File: config.mk
export PLATFORM = sky130hd
export DESIGN_NAME = game_controller
export DESIGN_NICKNAME = d
export VERILOG_FILES = /design/src/rtl/game_pkg.sv /design/src/rtl/button_sync_edge.sv /design/src/rtl/game_controller.sv
export SDC_FILE = /design/constraint.sdc
export NUM_CORES = 1
export LEC_CHECK = 0
export CAP_MARGIN = 30
export CORE_MARGIN = 3
export CORE_UTILIZATION = 53
export DETAILED_ROUTE_END_ITERATION = 16
export PLACE_DENSITY_LB_ADDON = 0.25
export SYNTH_ARGS = -nofsm -noshare
export SYNTH_HDL_FRONTEND = slang
export SYNTH_SLANG_ARGS = --single-unit
File: constraint.sdc
create_clock -name i_clk -period 3.9 [get_ports i_clk]
set_input_delay 0.78 -clock i_clk [delete_from_list [all_inputs] [get_ports i_clk]]
set_output_delay 0.78 -clock i_clk [all_outputs]
set_load 0.005 [all_outputs]
File: src/rtl/game_pkg.sv
// Shared types and constants for the brick-breaker game sequencer.
// Holds the phase encoding, overlay colours and counter widths.
package game_pkg;

    typedef enum logic [2:0] {
        ST_ATTRACT = 3'd0,
        ST_SERVE   = 3'd1,
        ST_PLAY    = 3'd2,
        ST_MISS    = 3'd3,
        ST_OVER    = 3'd4,
        ST_WIN     = 3'd5
    } game_state_t;

    localparam int SCORE_W  = 16;
    localparam int BRICKS_W = 6;
    localparam int LIVES_W  = 2;
    localparam int FRAME_W  = 8;

    localparam logic [23:0] COLOR_ATTRACT = 24'h000040;
    localparam logic [23:0] COLOR_BLACK   = 24'h000000;
    localparam logic [23:0] COLOR_MISS    = 24'h200000;
    localparam logic [23:0] COLOR_OVER    = 24'h800000;
    localparam logic [23:0] COLOR_WIN     = 24'h008000;

    function automatic logic [23:0] state_color(input game_state_t s);
        case (s)
            ST_ATTRACT: state_color = COLOR_ATTRACT;
            ST_MISS:    state_color = COLOR_MISS;
            ST_OVER:    state_color = COLOR_OVER;
            ST_WIN:     state_color = COLOR_WIN;
            default:    state_color = COLOR_BLACK;
        endcase
    endfunction

endpackage

File: src/rtl/button_sync_edge.sv
// Two-flop synchronizer for an active-low push button followed by a
// registered falling-edge detector; one pulse per press, three edges after the fall.
module button_sync_edge (
    input  logic i_clk,
    input  logic i_rst,
    input  logic i_btn_n,
    output logic o_press
);

    logic r_sync1;
    logic r_sync2;
    logic r_prev;
    logic r_press;

    // Synchronizer chain reset to "released" so reset never looks like a press.
    always_ff @(posedge i_clk or posedge i_rst) begin
        if (i_rst) begin
            r_sync1 <= 1'b1;
            r_sync2 <= 1'b1;
            r_prev  <= 1'b1;
            r_press <= 1'b0;
        end else begin
            r_sync1 <= i_btn_n;
            r_sync2 <= r_sync1;
            r_prev  <= r_sync2;
            r_press <= r_prev & ~r_sync2;
        end
    end

    assign o_press = r_press;

endmodule

File: src/rtl/game_controller.sv
// Top-level game phase sequencer: gates the ball, commands serve and brick
// restore, and keeps lives, score and bricks remaining.
module game_controller
    import game_pkg::*;
#(
    parameter int LIVES        = 3,
    parameter int NUM_BRICKS   = 40,
    parameter int SERVE_FRAMES = 60,
    parameter int MISS_FRAMES  = 90
) (
    input  logic                i_clk,
    input  logic                i_rst,
    input  logic                i_frame_tick,
    input  logic                i_start_n,
    input  logic                i_brick_hit,
    input  logic                i_ball_lost,
    output logic [2:0]          o_game_state,
    output logic                o_ball_run,
    output logic                o_ball_serve,
    output logic                o_bricks_reset,
    output logic [LIVES_W-1:0]  o_lives,
    output logic [SCORE_W-1:0]  o_score,
    output logic [BRICKS_W-1:0] o_bricks_left,
    output logic [23:0]         o_overlay_color
);

    localparam logic [LIVES_W-1:0]  LIVES_INIT  = LIVES_W'(LIVES);
    localparam logic [BRICKS_W-1:0] BRICKS_INIT = BRICKS_W'(NUM_BRICKS);
    localparam logic [FRAME_W-1:0]  SERVE_LAST  = FRAME_W'(SERVE_FRAMES - 1);
    localparam logic [FRAME_W-1:0]  MISS_LAST   = FRAME_W'(MISS_FRAMES - 1);

    logic w_start_press;

    game_state_t         r_state;
    logic [FRAME_W-1:0]  r_frame;
    logic [LIVES_W-1:0]  r_lives;
    logic [SCORE_W-1:0]  r_score;
    logic [BRICKS_W-1:0] r_bricks;
    logic                r_ball_run;
    logic                r_ball_serve;
    logic                r_bricks_reset;
    logic [23:0]         r_overlay;

    game_state_t         w_state_next;
    logic [FRAME_W-1:0]  w_frame_next;
    logic [LIVES_W-1:0]  w_lives_next;
    logic [SCORE_W-1:0]  w_score_next;
    logic [BRICKS_W-1:0] w_bricks_next;
    logic                w_serve_next;
    logic                w_bricks_reset_next;

    button_sync_edge u_start (
        .i_clk   (i_clk),
        .i_rst   (i_rst),
        .i_btn_n (i_start_n),
        .o_press (w_start_press)
    );

    // Next-state and datapath update for every phase.
    always_comb begin
        w_state_next        = r_state;
        w_frame_next        = r_frame;
        w_lives_next        = r_lives;
        w_score_next        = r_score;
        w_bricks_next       = r_bricks;
        w_serve_next        = 1'b0;
        w_bricks_reset_next = 1'b0;
        case (r_state)
            ST_ATTRACT, ST_OVER, ST_WIN: begin
                if (w_start_press) begin
                    w_state_next        = ST_SERVE;
                    w_serve_next        = 1'b1;
                    w_bricks_reset_next = 1'b1;
                    w_lives_next        = LIVES_INIT;
                    w_score_next        = {SCORE_W{1'b0}};
                    w_bricks_next       = BRICKS_INIT;
                    w_frame_next        = {FRAME_W{1'b0}};
                end else begin
                    w_state_next = r_state;
                end
            end
            ST_SERVE: begin
                if (i_frame_tick && (r_frame == SERVE_LAST)) begin
                    w_state_next = ST_PLAY;
                    w_frame_next = {FRAME_W{1'b0}};
                end else if (i_frame_tick) begin
                    w_frame_next = r_frame + 8'd1;
                end else begin
                    w_frame_next = r_frame;
                end
            end
            ST_PLAY: begin
                if (i_brick_hit && (r_bricks != {BRICKS_W{1'b0}})) begin
                    w_bricks_next = r_bricks - 6'd1;
                    w_score_next  = (r_score == 16'hFFFF) ? r_score : r_score + 16'd1;
                end else begin
                    w_bricks_next = r_bricks;
                end
                // A hit that clears the field beats a simultaneous loss.
                if (i_brick_hit && (r_bricks == 6'd1)) begin
                    w_state_next = ST_WIN;
                end else if (i_ball_lost) begin
                    w_lives_next = (r_lives == 2'd0) ? 2'd0 : r_lives - 2'd1;
                    w_state_next = (r_lives <= 2'd1) ? ST_OVER : ST_MISS;
                    w_frame_next = {FRAME_W{1'b0}};
                end else begin
                    w_state_next = ST_PLAY;
                end
            end
            ST_MISS: begin
                if (i_frame_tick && (r_frame == MISS_LAST)) begin
                    w_state_next = ST_SERVE;
                    w_serve_next = 1'b1;
                    w_frame_next = {FRAME_W{1'b0}};
                end else if (i_frame_tick) begin
                    w_frame_next = r_frame + 8'd1;
                end else begin
                    w_frame_next = r_frame;
                end
            end
            default: begin
                w_state_next = ST_ATTRACT;
            end
        endcase
    end

    // State, counters and registered outputs; outputs follow the next state.
    always_ff @(posedge i_clk or posedge i_rst) begin
        if (i_rst) begin
            r_state        <= ST_ATTRACT;
            r_frame        <= {FRAME_W{1'b0}};
            r_lives        <= LIVES_INIT;
            r_score        <= {SCORE_W{1'b0}};
            r_bricks       <= BRICKS_INIT;
            r_ball_run     <= 1'b0;
            r_ball_serve   <= 1'b0;
            r_bricks_reset <= 1'b0;
            r_overlay      <= COLOR_BLACK;
        end else begin
            r_state        <= w_state_next;
            r_frame        <= w_frame_next;
            r_lives        <= w_lives_next;
            r_score        <= w_score_next;
            r_bricks       <= w_bricks_next;
            r_ball_run     <= (w_state_next == ST_PLAY);
            r_ball_serve   <= w_serve_next;
            r_bricks_reset <= w_bricks_reset_next;
            r_overlay      <= state_color(w_state_next);
        end
    end

    assign o_game_state    = r_state;
    assign o_ball_run      = r_ball_run;
    assign o_ball_serve    = r_ball_serve;
    assign o_bricks_reset  = r_bricks_reset;
    assign o_lives         = r_lives;
    assign o_score         = r_score;
    assign o_bricks_left   = r_bricks;
    assign o_overlay_color = r_overlay;

endmodule

# Word level (Yosys, flattened, before mapping)
# Cells that the tools add are included.
# Widths: inputs -> output; s select.
# totals
reg_bits	66
# op_classes
n_mux	31
bitwise_logic	2
reduce_logical	15
addsub	4
n_lt_le_gt_ge	1
n_eq_ne	18
# ops
op	count
$pmux 24 s4	1
$mux 16	3
$mux 8	6
$pmux 16 s2	1
$pmux 8 s4	1
$mux 3	6
$add 16x1->16 const B	1
$eq 16x16->1 const B	1
$eq 3x2->1 const B	4
$eq 3x3->1 const B	4
$mux 6	2
$pmux 3 s4	1
$pmux 6 s2	1
$reduce_and 4->1	3
$add 8x1->8 const B	1
$eq 8x6->1 const B	1
$eq 8x7->1 const B	1
$mux 2	4
$ne 2x2->1 const B	4
$eq 6x1->1 const B	1
$logic_not 3->1	2
$reduce_bool 6->1	1
$sub 6x1->6 const B	1
$logic_and 1x1->1	4
14 further kinds	16

# Logic depth before layout (Yosys ltp)
# Gate-level depths: netlist (run 1).
# logic_depth
ltp_word	7
depth_mapped	9

# Modules after synthesis
# A second synthesis (run 1) with hierarchy kept.
# unflattened
hier_cells	257
hier_area_um2	2512.4
# by_module_without_submodules
mod	seq_area_each_um2	area_each_um2	cells_each	instances
game_controller	1056.0	2391.0	251	1
button_sync_edge	103.8	121.4	6	1

# Least setup slack after synthesis (run 1)
# No wires, ideal clock.
# synth_timing
kind	in2reg
from	in i_frame_tick
to	reg r_frame[1]
setup_slack_ns	1.888
arrival_ns	1.929
cell_stages	5
path_cell_list	and4b_1 -> mux2_2 -> a21oi_1 -> a21oi_1 -> o22ai_1
# synth_between
elab_chain_len	3
# synth_rtl
element	line	rtl
from (decl)	game_controller.sv:13	input logic i_frame_tick,
$mux 8 (tied with other cells)	n/a	
$mux 8, on equally long branches	game_controller.sv:111, game_controller.sv:83	
$pmux 8 s4 (*)	game_controller.sv:68	case (r_state)
to (signal assigned)	game_controller.sv:131	r_frame <= {FRAME_W{1'b0}};
to (signal assigned)	game_controller.sv:141	r_frame <= w_frame_next;
to (decl)	game_controller.sv:35	logic [FRAME_W-1:0] r_frame;
# Every way passes the cells marked *; elsewhere a longest branch is shown, timed or not.
# A chain may end at the register's enable or synchronous reset.

# Final worst setup path (run 1)
# layout_timing
from	in i_frame_tick
to	reg r_frame[0]
# The elaborated chain is that of the path after synthesis.

==> results.tsv, run 1 <==
stage	metric	value	unit
timing	relSlewSlack	38.8	%
place	pre_cts_ws	1.07	ns
clocking	cts_root_buffer	clkbuf_8	
timing	holdWs	0.358	ns
global_route	grt_pass1_wl	7870	microns
timing	setup_slack	1.36	ns
cells_and_area	areaGrowthSynthToFinish	17.9	%
cells_and_area	nets	307	
clocking	numClockSinks	46	
logic_synthesis	synthDistinctLibCells	50	
timing	tightest_slew	0.912	ns
worst_setup_path	path_class	in -> reg	
clocking	ctsHoldBuffers	0	
worst_setup_path	crit_top_cell	a21oi_1	
worst_setup_path	critPathSlowestCell	a21oi_1	
clocking	cts-resized-gates	0	
die	core_area	4410	sq um
worst_setup_path	critPathMaxStageDelay	0.56	ns
die	dieHeight	74.2	microns
timing	slew_viol_final	0	
logic_synthesis	synth_cells	254	
cells_and_area	multi_input_area	1120	sq um
die	io_pins	60	
power_and_ir_drop	vdd_drop_max	0.235	mV
route	viasPerCell	5.51	
die	dieArea	5500	sq um
cells_and_area	finish.utilization	65.8	%
worst_setup_path	cp_max_fo	9	
logic_synthesis	synth_simple_gate_area_share	22.2	%
power_and_ir_drop	power_density	435	nW/um^2
worst_setup_path	required	4.11	ns
logic_synthesis	synth_edf_count	0	
flow_run	maxCapViolations	0	
logic_synthesis	synth_compound_area_share	12.9	%
logic_synthesis	synth.mux.area_fraction	1.68	%
logic_synthesis	yosysSeqAreaShare	47.1	%
route	drt.antenna.violating_nets	0	
cells_and_area	fillers	386	
die	die_w	74.2	microns
status	status	complete, no violations	
place	io_buffers	39	
clocking	cts-buffers-inserted	5	
worst_setup_path	crit_chain	clkdlybuf4s50_1 -> and4b_1 -> mux2_2 -> a21oi_1 -> a21oi_1 -> mux2i_1	
logic_synthesis	synth_seq_cells	46	
clocking	post_cts_buffers	0	
timing	rsz0062_at_grt	no	
logic_synthesis	synth_area	2460	sq um
global_route	grt-ovfl-total	0	
timing	setup_viol	0	
power_and_ir_drop	static-leakage-power	1.27	nW
logic_synthesis	syn_avg_cell_area	9.69	sq um
logic_synthesis	netlist_top_cells_area	dfrtp_1, dfstp_2, buf_4	
route	wirelength	4870	microns
die	start_util	55.8	%
die	rows	24	
power_and_ir_drop	p_total	0.00126	W
worst_setup_path	ff2ff_path_depth	5	
clocking	path_clk_slew	0.08	ns
hold_path	whs_path_depth	0	
timing	max_freq	394	MHz
global_route	grt_use_total	18.6	%
timing	period_share	65.1	%
timing	hold_viol	0	
logic_synthesis	async_reset_ff_share	100	%
logic_synthesis	ys_warn_count	0	
place	hpwl	3480	microns
worst_setup_path	crit_path_start_kind	input port	
route	drcViolationCount	0	
timing	fin_tns_setup	0	ns
cells_and_area	diodes	0	
cells_and_area	seq_area	1160	sq um
logic_synthesis	synth_top_family_by_area	simple AND/OR/NAND/NOR gates	
logic_synthesis	ys.flop_type	dfrtp_1	
timing	skew	0.00536	ns
global_route	antenna_found_initial	0	
logic_synthesis	synth_top_area_share	39.6	%
worst_setup_path	cp.arrival	2.75	ns
logic_synthesis	synthXorXnorAreaFrac	2.85	%
route	drtIter0Drc	68	
clocking	htreeDepth	2	
global_route	grt_start_max_net_pins	29	
clocking	clock_path_buffers	2	
logic_synthesis	synth_fa_ha_area_share	3.05	%
hold_path	hold_class	reg -> reg	
global_route	first_global_vias	1772	
route	dr.pass1.iters	4	
cells_and_area	drive_gt1_share	6.76	%
timing	period_minus_slack	2.54	ns
route	wire_per_inst	14.0	microns
route	via_count	1919	
clocking	worst_skew_pair.late_latency	0.30	ns
place	gp_congestion	0.839	
worst_setup_path	end_kind	flop	
clocking	cts_tree	built	
logic_synthesis	synth_top_cell_by_area	dfrtp_1	
[power breakdown]
group,internal (W),leakage (nW),switching (W)
combinational,0.000168,0.631,0.000127
clock,0.000143,0.0482,0.000155
sequential,0.000569,0.596,0.000100
[worst max-delay path: cells and delay by family]
kind | cells | cell delay (ns)
AND/OR/NAND/NOR | 1 | 0.26
buffers and inverters | 1 | 0.49
multiplexers | 2 | 0.47
AO/OA/AOI/OAI | 2 | 0.75
[stage by stage]
stage | std cells | cell area [sq um]
after detailed placement | 340 | 2810
final | 348 | 2900
after global placement | 340 | 2810
after floorplan | 273 | 2530
after global routing | 348 | 2900
after CTS | 348 | 2900
[kinds of logic (layout without fill, tap and decap cells)]
family          Yosys count  count (layout)
buf+inv                  42              65
compound gates           46              46
simple gates            101             101
other cells               1              20
fa+ha+maj                 6               6
mux                       4               4
flops                    46              46
xor+xnor                  8               8
[cell type report]
type	instances	share of cell area, %
clock buffers	7	2.97
clock inverters	1	0.172
inverters	17	2.20
multi-input cells	185	38.8
flip-flops and latches	46	40.0
well taps	52	2.24
repair buffers	40	13.7
[Yosys cell counts (2+ instances only)]
cell	n
dfrtp_1	39
nand2_1	25
buf_4	20
inv_1	17
nand3_1	17
nor2_1	14
o21ai_0	11
a21oi_1	10
dfstp_2	7
or3_1	7
ha_1	6
nand4_1	6
or4_1	6
nor3_1	5
o211ai_1	5
xor2_1	5
o31ai_1	4
and2_1	3
mux2i_1	3
nor2b_1	3
xnor2_1	3
a2111oi_0	2
a21o_1	2
and4b_1	2
buf_6	2
clkbuf_1	2
nand2b_1	2
nor3b_1	2
nor4_1	2
or2_2	2
[registers in the layout, indices dropped and copies added (netlist names)]
register,cells
o_ball_serve,1
o_ball_run,1
o_score,16
r_frame,8
u_start.r_sync1,1
o_bricks_left,6
u_start.o_press,1
u_start.r_prev,1
u_start.r_sync2,1
o_lives,2
o_bricks_reset,1
o_game_state,3
o_overlay_color,4
[per-layer routing]
metal	vias up	wire length [microns]	part of all wire [%]	track usage [%]
li1	937	-	-	-
met1	927	2180	45	23.6
met2	49	2400	49	31.1
met3	6	240	4.9	4.46
met4	0	46	0.95	6.64
met5	-	0	0	0
[placed cells by master (no fill, tap or decap), types with 3 or more instances in the layout]
| master | Yosys | layout |
|---|---|---|
| or3_1 | 7 | 7 |
| o31ai_1 | 4 | 4 |
| conb_1 | 1 | 20 |
| dfstp_2 | 7 | 7 |
| inv_1 | 17 | 16 |
| nand2_1 | 25 | 25 |
| o211ai_1 | 5 | 5 |
| nand3_1 | 17 | 17 |
| clkbuf_8 | 0 | 6 |
| or4_1 | 6 | 6 |
| xor2_1 | 5 | 5 |
| nand4_1 | 6 | 6 |
| clkdlybuf4s50_1 | 0 | 39 |
| and2_1 | 3 | 3 |
| nor3_1 | 5 | 5 |
| o21ai_0 | 11 | 11 |
| ha_1 | 6 | 6 |
| nor2_1 | 14 | 14 |
| dfrtp_1 | 39 | 39 |
| xnor2_1 | 3 | 3 |
| mux2i_1 | 3 | 3 |
| a21oi_1 | 10 | 10 |
| nor2b_1 | 3 | 3 |
[path summary, 6_finish.rpt]
path | start | endpoint | slack [ns]
setup reg to reg | o_game_state[2] | o_score[12] | 1.49
min in group asynchronous | i_rst | o_score[7] | 0.81
max in group asynchronous | i_rst | o_bricks_left[3] | 2.32
setup / recovery | i_frame_tick | r_frame[0] | 1.36
hold reg to reg | u_start.r_sync1 | u_start.r_sync2 | 0.36
hold / removal | u_start.r_sync1 | u_start.r_sync2 | 0.36
(Power assumes the default switching activity.)
==> inputs of run 2 (changes only) <==
- CORE_UTILIZATION: 53 -> 45
- clock period: 3.9 -> 2.2 ns (I/O delays scaled with it)
==> run 2 against run 1 <==
  * Sequential cell count unchanged
  * Combinational power up 95%
  * Power up 77%
  * Largest cell class unchanged
==> results.tsv, run 2 (same netlist as run 1, synthesis figures left out) <==
stage	metric	value	unit	change
status	status	complete, no violations		unchanged
worst_setup_path	cp_max_fo	11		was 9
place	place_inst	374		was 340
route	wire_per_inst	13.2	microns	was 14.0 microns
clocking	numClockSinks	46		unchanged
clocking	cts_root_buffer	clkbuf_8		unchanged
clocking	htreeDepth	2		unchanged
place	pre_cts_ws	-0.00213	ns	was 1.07 ns
worst_setup_path	rr_startpoint	o_score[0]		was o_game_state[2]
worst_setup_path	r2r_slack	0.24	ns	was 1.49 ns
clocking	cts-resized-gates	0		unchanged
worst_setup_path	required	2.42	ns	was 4.11 ns
timing	max_freq	510	MHz	
route	wirelength	5050	microns	was 4870 microns
cells_and_area	diodes	0		unchanged
die	core_area	5200	sq um	was 4410 sq um
cells_and_area	areaGrowthSynthToFinish	23.8	%	was 17.9%
cells_and_area	largest_reg_flops	16		unchanged
cells_and_area	stdcell_count	382		was 348
timing	hold_viol	0		unchanged
route	viasPerCell	5.14		was 5.51
power_and_ir_drop	power_density	731	nW/um^2	was 435 nW/um^2
route	drtIter0Drc	112		was 68
place	gp_congestion	0.805		was 0.839
clocking	worst_skew_pair.late_latency	0.29	ns	was 0.30 ns
cells_and_area	drive_gt1_share	11.9	%	was 6.76%
worst_setup_path	crit_path_start_kind	flop		was input port
die	rows	26		was 24
global_route	grt_use_total	16.7	%	was 18.6%
worst_setup_path	path_class	reg -> reg		was in -> reg
timing	tightest_slew	0.555	ns	was 0.912 ns
die	dieArea	6400	sq um	was 5500 sq um
flow_run	maxCapViolations	0		unchanged
clocking	post_cts_buffers	0		unchanged
timing	period_minus_slack	1.96	ns	
clocking	clock_path_buffers	2		unchanged
place	io_buffers	39		unchanged
cells_and_area	most-common-layout-cells	clkdlybuf4s50_1, dfrtp_1, nand2_1		unchanged
global_route	antenna_found_initial	0		unchanged
clocking	path_clk_slew	0.08	ns	about the same
die	dieHeight	80.0	microns	was 74.2 microns
worst_setup_path	cp.arrival	2.18	ns	was 2.75 ns
die	die_w	80.0	microns	was 74.2 microns
global_route	first_global_vias	1799		was 1,772
clocking	ctsHoldBuffers	0		unchanged
route	drcViolationCount	0		unchanged
timing	skew	0.00734	ns	was 0.00536 ns
route	via_count	1965		was 1,919
worst_setup_path	end_kind	flop		unchanged
timing	setup_slack	0.241	ns	was 1.36 ns
power_and_ir_drop	p_total	0.00223	W	was 0.00126 W
clocking	cts_tree	built		unchanged
timing	slew_viol_final	0		unchanged
place	hpwl	3750	microns	was 3480 microns
timing	setup_viol	0		unchanged
global_route	grt_pass1_wl	8470	microns	was 7870 microns
hold_path	min_from	u_start.r_sync1		unchanged
hold_path	min_to	u_start.r_sync2		unchanged
timing	period_share	89.1	%	
global_route	grt_start_max_net_pins	26		was 29
die	start_util	47.3	%	was 55.8%
worst_setup_path	reg2reg_to	o_score[13]		was o_score[12]
worst_setup_path	ff2ff_path_depth	6		was 5
power_and_ir_drop	vdd_drop_max	0.365	mV	was 0.235 mV
cells_and_area	nets	323		was 307
clocking	cts-buffers-inserted	5		unchanged
timing	relSlewSlack	62.1	%	was 38.8%
global_route	grt-ovfl-total	0		unchanged
power_and_ir_drop	static-leakage-power	1.36	nW	was 1.27 nW
hold_path	hold_class	reg -> reg		unchanged
route	drt.antenna.violating_nets	0		unchanged
hold_path	whs_path_depth	0		unchanged
route	dr.pass1.iters	4		unchanged
timing	rsz0062_at_grt	no		unchanged
die	io_pins	60		unchanged
run 2: cell types whose count changed in the layout (fill, tap and decap cells not counted), sizes merged:
| cell | delta |
|---|---|
| buf | +16 |
| clkbuf | -1 |
| inv | +1 |
run 2: critical path, cell delays in order, from the launching register on:
cell	delay [ns]
dfrtp_1	0.43
ha_1	0.22
nand3_1	0.16
nor2_1	0.16
a21o_1	0.28
or4_1	0.49
a21oi_1	0.15
run 2: worst max-delay path by stage:
stage | cells after the start | from | slack, ns | end
6_report | 6 | o_score[0] | 0.24 | o_score[13]
4_1_cts | 6 | o_score[0] | 0.23 | o_score[13]
3_3_place_gp | 6 | i_frame_tick | 0.04 | r_frame[7]
2_1_floorplan | 7 | o_bricks_left[2] | 0.30 | o_score[4]
3_5_place_dp | 6 | i_frame_tick | -0.002 | r_frame[7]
5_1_grt | 7 | o_score[0] | 0.04 | o_score[6]
run 2: layout make-up:
type	count	area [sq um]
inverters	17	63.8
repair buffers	56	531
clock inverters	2	10.0
flip-flops and latches	46	1160
well taps	70	87.6
clock buffers	6	72.6
fillers	492	2160
multi-input cells	185	1120
run 2: routing by layer:
layer | track usage [%] | part of all wire [%] | wire length (microns) | vias to the layer above
met5 | 0 | 0 | 0 | -
met4 | 4.39 | 0.61 | 31 | 0
met3 | 3.61 | 4.1 | 209 | 2
met2 | 26.0 | 46 | 2320 | 53
met1 | 23.6 | 49 | 2490 | 935
li1 | - | - | - | 975
run 2: metrics by stage:
step           setup TNS (ns)  util (%)  instance area (sq um)  hold slack [ns]
2_1_floorplan               0         -                   2530            0.345
3_3_place_gp                0      57.0                   2970            0.348
3_5_place_dp         -0.00213      57.0                   2970            0.349
4_1_cts                     0      58.6                   3050            0.360
5_1_grt                     0      58.6                   3050            0.369
6_report                    0      58.6                   3050            0.358
run 2: where the power goes:
| group | leakage, nW | internal (W) | switching (W) |
|---|---|---|---|
| combinational | 0.715 | 0.000324 | 0.000250 |
| clock | 0.0450 | 0.000220 | 0.000264 |
| sequential | 0.596 | 0.00101 | 0.000162 |
| total | 1.36 | 0.00155 | 0.000676 |
